--- config.mk ---
export PLATFORM = sky130hd
export DESIGN_NAME = reg_tag_pipeline
export DESIGN_NICKNAME = d
export VERILOG_FILES = /design/src/rtl/reg_tag_pipeline.sv
export SDC_FILE = /design/constraint.sdc
export NUM_CORES = 1
export LEC_CHECK = 0
export ABC_AREA = 1
export CORE_MARGIN = 4
export CORE_UTILIZATION = 35
export CTS_BUF_LIST = sky130_fd_sc_hd__clkbuf_2 sky130_fd_sc_hd__clkbuf_4 sky130_fd_sc_hd__clkbuf_8
export CTS_CLUSTER_SIZE = 8
export DETAILED_ROUTE_END_ITERATION = 6
export HOLD_SLACK_MARGIN = 0.12
export PLACE_DENSITY_LB_ADDON = 0.08
export SLEW_MARGIN = 20
export SYNTH_ARGS = -nofsm -noshare
export SYNTH_HDL_FRONTEND = slang
export SYNTH_SLANG_ARGS = --single-unit
--- constraint.sdc ---
create_clock -name CLK -period 3.13 [get_ports CLK]
set_clock_uncertainty 0.1 [all_clocks]
set_input_delay 0.626 -clock CLK [delete_from_list [all_inputs] [get_ports CLK]]
set_output_delay 0.626 -clock CLK [all_outputs]
set_load 0.1 [all_outputs]
--- src/rtl/reg_tag_pipeline.sv ---
// reg_tag_pipeline
//   Carries register-tag control fields from decode through the EX, MEM and
//   WB stages of a 5-stage MIPS pipeline. Feeds the forwarding unit, detects
//   load-use hazards and data-memory freezes, and counts stall cycles.
//
//   state    | meaning
//   ---------+---------------------------------------------------------
//   RUN      | pipeline advancing (flush / fetch-miss bubbles included)
//   MEMWAIT  | MEM-stage load/store waiting on dhit; EX and MEM frozen
//   LUBUBBLE | load in EX feeds decode; one bubble inserted into EX
//
//   The state is a classification of the current cycle, not stored history:
//   MEMWAIT lasts as long as dhit stays low, and when it ends the held EX
//   entry is re-examined for a load-use hazard in the same cycle.
//
// Ports:
//   CLK, nRST                      clock (rising edge), async active-low reset
//   rs_id, rt_id, regdst_id        decode-stage register tags
//   regwr_id, memrd_id, memwr_id   decode-stage write / load / store flags
//   valid_id                       decode-stage instruction valid
//   ihit, dhit                     fetch complete, MEM data access complete
//   flush_ex                       taken branch/jump in EX; squash decode
//   Rs_ex, Rt_ex                   EX-stage source tags
//   RegDst_mem, RegWr_mem          MEM-stage destination tag / write enable
//   RegDst_wb, RegWr_wb            WB-stage destination tag / write enable
//   stall_id                       hold PC and IF/ID this cycle
//   mem_wait                       pipeline frozen on data memory
//   stall_cycles                   saturating count of stall_id cycles
module reg_tag_pipeline #(
    parameter int REGW = 5,
    parameter int CNTW = 16
) (
    input  logic            CLK,
    input  logic            nRST,
    input  logic [REGW-1:0] rs_id,
    input  logic [REGW-1:0] rt_id,
    input  logic [REGW-1:0] regdst_id,
    input  logic            regwr_id,
    input  logic            memrd_id,
    input  logic            memwr_id,
    input  logic            valid_id,
    input  logic            ihit,
    input  logic            dhit,
    input  logic            flush_ex,
    output logic [REGW-1:0] Rs_ex,
    output logic [REGW-1:0] Rt_ex,
    output logic [REGW-1:0] RegDst_mem,
    output logic            RegWr_mem,
    output logic [REGW-1:0] RegDst_wb,
    output logic            RegWr_wb,
    output logic            stall_id,
    output logic            mem_wait,
    output logic [CNTW-1:0] stall_cycles
);

    typedef struct packed {
        logic [REGW-1:0] rs;
        logic [REGW-1:0] rt;
        logic [REGW-1:0] dst;
        logic            wr;
        logic            memrd;
        logic            memwr;
        logic            valid;
    } ex_t;

    typedef struct packed {
        logic [REGW-1:0] dst;
        logic            wr;
        logic            memrd;
        logic            memwr;
        logic            valid;
    } mem_t;

    typedef struct packed {
        logic [REGW-1:0] dst;
        logic            wr;
        logic            valid;
    } wb_t;

    typedef enum logic [1:0] {
        RUN      = 2'd0,
        MEMWAIT  = 2'd1,
        LUBUBBLE = 2'd2
    } state_t;

    ex_t    ex_q,  ex_nxt;
    mem_t   mem_q, mem_nxt;
    wb_t    wb_q,  wb_nxt;
    state_t state;

    logic            load_use;
    logic            ex_bubble;
    logic [CNTW-1:0] cnt_q;

    // Hazard detection
    always_comb begin
        mem_wait = mem_q.valid & (mem_q.memrd | mem_q.memwr) & ~dhit;
        load_use = ex_q.valid & ex_q.memrd & ex_q.wr & (ex_q.dst != '0) &
                   valid_id & ((ex_q.dst == rs_id) | (ex_q.dst == rt_id));
        // The ~ihit term is gated so every output reads 0 while reset is held.
        stall_id = nRST & (mem_wait | load_use | ~ihit);
    end

    always_comb begin
        state = RUN;
        if (mem_wait) begin
            state = MEMWAIT;
        end else if (load_use) begin
            state = LUBUBBLE;
        end
    end

    // Next-stage contents; flush and fetch miss only bubble EX, so they
    // share the RUN path with the normal advance.
    always_comb begin
        ex_nxt    = ex_q;
        mem_nxt   = mem_q;
        wb_nxt    = wb_q;
        ex_bubble = flush_ex | ~ihit;

        case (state)
            MEMWAIT: begin
                // Freeze EX and MEM; a pending flush stays in EX until release.
                ex_nxt  = ex_q;
                mem_nxt = mem_q;
                wb_nxt  = '0;
            end
            LUBUBBLE, RUN: begin
                mem_nxt.dst   = ex_q.dst;
                mem_nxt.wr    = ex_q.wr;
                mem_nxt.memrd = ex_q.memrd;
                mem_nxt.memwr = ex_q.memwr;
                mem_nxt.valid = ex_q.valid;

                wb_nxt.dst    = mem_q.dst;
                wb_nxt.wr     = mem_q.wr;
                wb_nxt.valid  = mem_q.valid;

                if (state == LUBUBBLE || ex_bubble) begin
                    ex_nxt = '0;
                end else begin
                    ex_nxt.rs    = rs_id;
                    ex_nxt.rt    = rt_id;
                    ex_nxt.dst   = regdst_id;
                    ex_nxt.wr    = regwr_id & valid_id;
                    ex_nxt.memrd = memrd_id;
                    ex_nxt.memwr = memwr_id;
                    ex_nxt.valid = valid_id;
                end
            end
            default: begin
                ex_nxt  = '0;
                mem_nxt = '0;
                wb_nxt  = '0;
            end
        endcase
    end

    always_ff @(posedge CLK or negedge nRST) begin
        if (!nRST) begin
            ex_q  <= '0;
            mem_q <= '0;
            wb_q  <= '0;
        end else begin
            ex_q  <= ex_nxt;
            mem_q <= mem_nxt;
            wb_q  <= wb_nxt;
        end
    end

    always_ff @(posedge CLK or negedge nRST) begin
        if (!nRST) begin
            cnt_q <= '0;
        end else if (stall_id && (cnt_q != '1)) begin
            cnt_q <= cnt_q + CNTW'(1);
        end
    end

    // Write enables are qualified by valid; invalid entries never carry wr=1,
    // so this only keeps the valid bits meaningful at the outputs.
    assign Rs_ex        = ex_q.rs;
    assign Rt_ex        = ex_q.rt;
    assign RegDst_mem   = mem_q.dst;
    assign RegWr_mem    = mem_q.wr & mem_q.valid;
    assign RegDst_wb    = wb_q.dst;
    assign RegWr_wb     = wb_q.wr & wb_q.valid;
    assign stall_cycles = cnt_q;

endmodule

==> impl_metrics.py, run 1 <==
metrics = {
    "layout": {
        "mostFrequentLayoutCells": "109 x nand2_1, 51 x dfrtp_1, 45 x buf_4",
        "nNetsFinal": 410,
        "finish.utilization_pct": 44.2,
        "diodes": 0,
        "drive_gt1_share_pct": 18.4,
        "final_common_cell": "nand2_1",
        "syn_to_final_growth_pct": 23.8,
    },
    "die": {
        "coreArea_um2": 7690,
        "row_count": 32,
        "io_pins": 64,
        "initial_core_util_pct": 35.7,
        "die-area_um2": 9310,
        "die_height_um": 96.5,
        "die_w_um": 96.5,
    },
    "timing": {
        "fmax_ghz": 0.356,
        "tns_ns": 0,
        "timing.final.crit_period_ns": 2.81,
        "hold_viol_final": 0,
        "max_slew_margin_pct": 63.0,
        "tightest_slew_ns": 0.554,
        "setup_viol": 0,
        "layout_setup_ws_ns": 0.325,
        "finalCritPeriodShare_pct": 89.6,
        "rsz0062_at_grt": "no",
        "slew_viol_final": 0,
    },
    "detailed_routing": {
        "drc_errors": 0,
        "ant_nets": 0,
        "wire_per_inst_um": 13.2,
        "vias_per_cell": 4.59,
        "num_vias": 2238,
        "drtIter0Drc": 128,
        "drt_wl_total_um": 6420,
        "drtPass1Iterations": 4,
    },
    "synth": {
        "synth.avg_cell_area_um2": 8.06,
        "ys_seq_elements": 51,
        "yosysWarnings": 0,
        "syn_inst": 340,
        "yosysSeqAreaShare_pct": 46.6,
        "netlist_area_um2": 2740,
        "synth.distinct_cells": 25,
        "synth_nets": 365,
    },
    "clock_network": {
        "htree_levels": 2,
        "cts_tree": "yes",
        "insertion_delay_ns": 0.31,
        "clockBufferDepth": 2,
        "cts-hold-fix-buffers": 0,
        "cts_setup_buffers": 0,
        "cts_buffers": 5,
        "root_buffer": "clkbuf_8",
        "clock-sinks": 51,
        "clkTransAtPathRegs_ns": 0.09,
        "cts_resized": 0,
    },
    "pwr": {
        "p_leak_nw": 1.81,
        "peakVddDrop_uv": 422,
        "cellPowerDensity_nw_per_um2": 527,
    },
    "global_route": {
        "grt_pass1_vias": 2097,
        "grt_pass1_wl_um": 10600,
        "grt_usage_pct": 14.4,
        "antenna_found_initial": 0,
        "grt-ovfl-total": 0,
        "grt_max_degree": 30,
    },
    "status": {
        "status": "finished, final reports clean",
    },
    "worst_setup_path": {
        "worstSetupPathType": "in2out",
        "crit_chain": "clkdlybuf4s50_1 -> inv_1 -> nand2_1 -> nand2_1 -> nor2_1 -> nand3_1 -> nand2_2 -> nand2_2 -> nand3_4 -> nand2_1 -> inv_1 -> buf_12",
        "path_buf_inv": 4,
        "critical_path_required_ns": 2.40,
        "r2r_slack_ns": 1.14,
        "startpoint_type": "primary input",
        "worstSetupEndpointType": "primary output",
        "r2r-end": "stall_cycles[7]$_DFFE_PN0P_",
        "worst_path_most_repeated_cell": "nand2_1",
        "arrival_ns": 2.08,
        "crit_family": "buffers and inverters",
        "max_stage_delay_ns": 0.52,
        "crit_fanout": 3,
        "r2r-start": "stall_cycles[0]$_DFFE_PN0P_",
        "cpMaxStageDelayCell": "clkdlybuf4s50_1",
        "reg2reg_depth": 7,
    },
    "job": {
        "max_cap_viol_count": 0,
    },
    "placement": {
        "port_buffers": 63,
        "place_hpwl_um": 4660,
        "globalplace.congestion": 0.801,
        "preCtsSetupSlack_ns": 0.301,
    },
    "worst_hold_path": {
        "min_path_type": "in2async",
    },
}
==> report_power, final <==
group          leakage (nW)  switching, mW  internal, mW
logic                  1.06          0.376         0.120
registers             0.690         0.0440         0.700
clock network        0.0644          0.228         0.319
==> synth_stat cells <==
library cell,count,area (µm²)
ha_1,1,12.5
o21bai_1,1,7.51
buf_6,1,11.3
nand3_1,26,130
o21ai_0,12,60.1
inv_2,5,18.8
nor3_4,2,32.5
clkbuf_1,4,15.0
nand4_1,19,119
xor2_1,10,87.6
nand2_2,3,18.8
nor2_1,21,78.8
inv_1,34,128
buf_2,3,15.0
nor3_2,1,10.0
buf_1,2,7.51
nor3_1,3,15.0
nand3_4,2,35.0
o21a_1,1,7.51
nand2_1,109,409
buf_4,22,165
nand4_4,1,21.3
dfrtp_1,51,1280
xnor2_1,5,43.8
a21oi_4,1,16.3
==> worst max path at each step <==
stage,startpoint,end,slack [ns],cells past startpoint
after floorplan,dhit,stall_id,0.37,8
after global placement,rs_id[0],stall_id,0.30,12
after detailed placement,rs_id[0],stall_id,0.30,12
after CTS,rs_id[0],stall_id,0.30,12
after global routing,rs_id[0],stall_id,0.19,12
final,rs_id[0],stall_id,0.32,12
==> state kept, by name, indices dropped and copies added, names as in the netlist <==
name,count
ex_q,9
wb_q,2
stall_cycles,16
Rt_ex,5
Rs_ex,5
RegDst_mem,5
RegDst_wb,5
mem_q,4
==> cells by family after synthesis <==
logic type / share of synthesized area, %
AO/OA/AOI/OAI: 3.33
adder cells (fa/ha/maj): 0.456
buffers and inverters: 13.1
flip-flops: 46.6
XOR/XNOR: 4.79
AND/OR/NAND/NOR: 31.7
==> layout make-up <==
| class | instances | area, µm² |
|---|---|---|
| fillers | 813 | 4290 |
| clock inverters | 3 | 67.6 |
| well taps | 102 | 128 |
| repair buffers | 70 | 603 |
| clock buffers | 5 | 68.8 |
| multi-input cells | 218 | 1100 |
| inverters | 39 | 146 |
| flip-flops and latches | 51 | 1280 |
==> stage by stage <==
step	hold WS [ns]	power, mW	cells	cell area (µm²)
2_1_floorplan	0.230	1.13	340	2740
4_1_cts	0.145	1.81	488	3390
3_3_place_gp	0.358	1.25	480	3260
6_report	0.150	1.79	488	3390
3_5_place_dp	0.367	1.26	480	3260
5_1_grt	0.146	1.87	488	3390
==> per-layer routing <==
layer  track usage (%)  wire length, µm  vias to the layer above
li1                  -                -                     1138
met1              21.9             3280                     1033
met2              21.0             2700                       61
met3              2.87              378                        6
met4              3.50               63                        0
met5                 0                0                        -
Note: power is estimated with default switching activity, not from simulation.
==> inputs of run 2 (changes only) <==
Settings changed: CAP_MARGIN set to 40, CORE_MARGIN 4 to 2.
==> run 2 against run 1 <==
  * First-iteration DRC count fell by 30%
  * Die area decreased by 8.1%
  * Clock power down 13%
  * Register-to-register slack about the same
  * Sequential share of layout area rose by 0.21 points
  * Largest cell class unchanged
  * Critical endpoint unchanged
  * Combinational power about the same
  * Worst hold slack worse by 0.0076 ns
  * Sequential power about the same
==> impl_metrics.py, run 2 (synthesized netlist as in run 1, its figures left out) <==
metrics = {
    "status": {
        "status": "finished, final reports clean",
    },
    "detailed_routing": {
        "num_vias": 2224,
        "drtPass1Iterations": 4,
        "ant_nets": 0,
        "drtIter0Drc": 89,
        "wire_per_inst_um": 12.9,
        "drc_errors": 0,
        "drt_wl_total_um": 6280,
        "vias_per_cell": 4.57,
    },
    "pwr": {
        "p_leak_nw": 1.81,
        "pwr-share-seq_pct": 43.3,
        "switchingPower_mw": 0.655,
        "p_total_mw": 1.71,
        "cellPowerDensity_nw_per_um2": 508,
        "switching_share_pct": 38.2,
        "clockPowerShare_pct": 27.7,
        "peakVddDrop_uv": 494,
        "internal_power_mw": 1.06,
        "p_comb_share_pct": 29.0,
    },
    "clock_network": {
        "htree_levels": 2,
        "root_buffer": "clkbuf_8",
        "clock-sinks": 51,
        "cts_setup_buffers": 0,
        "clockBufferDepth": 2,
        "insertion_delay_ns": 0.31,
        "cts-hold-fix-buffers": 0,
        "cts_buffers": 5,
        "cts_tree": "yes",
        "clkTransAtPathRegs_ns": 0.10,
        "cts_resized": 0,
    },
    "layout": {
        "largest_register_ffs": 16,
        "diodes": 0,
        "mostFrequentLayoutCells": "109 x nand2_1, 51 x dfrtp_1, 43 x buf_4",
        "syn_to_final_growth_pct": 23.1,
        "final_common_cell": "nand2_1",
        "nNetsFinal": 409,
        "finish.utilization_pct": 44.1,
        "drive_gt1_share_pct": 18.2,
    },
    "timing": {
        "hold_viol_final": 0,
        "timing.final.crit_period_ns": 2.85,
        "slew_viol_final": 0,
        "tns_ns": 0,
        "setup_viol": 0,
        "tightest_slew_ns": 0.535,
        "fmax_ghz": 0.351,
        "max_slew_margin_pct": 64.3,
        "rsz0062_at_grt": "no",
        "finalCritPeriodShare_pct": 91.0,
    },
    "placement": {
        "port_buffers": 63,
        "globalplace.congestion": 0.786,
        "place_hpwl_um": 4370,
    },
    "global_route": {
        "grt-ovfl-total": 0,
        "grt_pass1_wl_um": 10600,
        "grt_pass1_vias": 2155,
        "grt_usage_pct": 15.5,
        "grt_max_degree": 55,
        "antenna_found_initial": 0,
    },
    "die": {
        "row_count": 32,
        "initial_core_util_pct": 35.8,
        "die-area_um2": 8560,
        "die_w_um": 92.5,
        "coreArea_um2": 7650,
        "io_pins": 64,
        "die_height_um": 92.5,
    },
    "worst_setup_path": {
        "critical_path_required_ns": 2.40,
        "worstSetupPathType": "in2out",
        "arrival_ns": 2.12,
        "worstSetupEndpointType": "primary output",
        "startpoint_type": "primary input",
        "crit_fanout": 3,
    },
    "job": {
        "max_cap_viol_count": 0,
    },
    "worst_hold_path": {
        "min_path_type": "in2async",
    },
}
run 2: changes by cell type in the layout (fill, tap and decap cells not counted):
cell        before  now
bufinv_16        2    1
buf_4           45   43
clkinvlp_4       1    0
clkinv_2         0    1
clkinv_4         0    1
buf_12           2    3
run 2: area by class of cell:
| class | count | area (µm²) |
|---|---|---|
| Sequential cell | 51 | 1280 |
| Clock inverter | 3 | 43.8 |
| Clock buffer | 5 | 68.8 |
| Tap cell | 102 | 128 |
| Fill cell | 769 | 4270 |
| Multi-Input combinational cell | 218 | 1100 |
| Inverter | 39 | 146 |
| Timing Repair Buffer | 69 | 608 |
run 2: metal layers:
layer / vias to the layer above / track usage, % / wire length [µm]
met3: 5 / 3.82 / 333
li1: 1134 / - / -
met5: - / 0 / 0
met4: 0 / 4.48 / 69
met1: 1042 / 22.4 / 3160
met2: 43 / 23.0 / 2720
run 2: critical path, stage by stage:
cell,delay (ns)
clkdlybuf4s50_1,0.50
inv_1,0.05
nand2_1,0.05
nand2_1,0.05
nor2_1,0.14
nand3_1,0.10
nand2_2,0.12
nand2_2,0.08
nand3_4,0.06
nand2_1,0.05
inv_1,0.12
buf_12,0.18
run 2: metrics by stage:
step                      setup slack, ns  cells  hold WS (ns)  area [µm²]
after floorplan                     0.374    340         0.230        2740
after global placement              0.285    479         0.361        3260
after detailed placement            0.280    479         0.365        3260
after CTS                           0.279    487         0.156        3380
after global routing                0.156    487         0.163        3380
final                               0.281    487         0.143        3380
run 2: worst paths after layout:
check,start,cells past startpoint,to,slack [ns]
max,rt_id[1],12,stall_id,0.28
min,nRST,1,Rt_ex[3]$_DFFE_PN0P_,0.14
max reg2reg,stall_cycles[0]$_DFFE_PN0P_,7,stall_cycles[12]$_DFFE_PN0P_,1.13
min reg2reg,ex_q[1]$_DFFE_PN0P_,2,mem_q[1]$_DFFE_PN0P_,0.38
max in group asynchronous,nRST,2,wb_q[1]$_DFF_PN0_,2.15
min in group CLK,ex_q[1]$_DFFE_PN0P_,2,mem_q[1]$_DFFE_PN0P_,0.38
run 2: power by group through the flow:
stage / combinational [mW] / sequential [mW] / clock, mW
3_5_place_dp: 0.501 / 0.756 / 0
2_1_floorplan: 0.210 / 0.921 / 0
3_3_place_gp: 0.499 / 0.755 / 0
4_1_cts: 0.502 / 0.743 / 0.490
5_1_grt: 0.526 / 0.750 / 0.510
6_report: 0.497 / 0.743 / 0.475
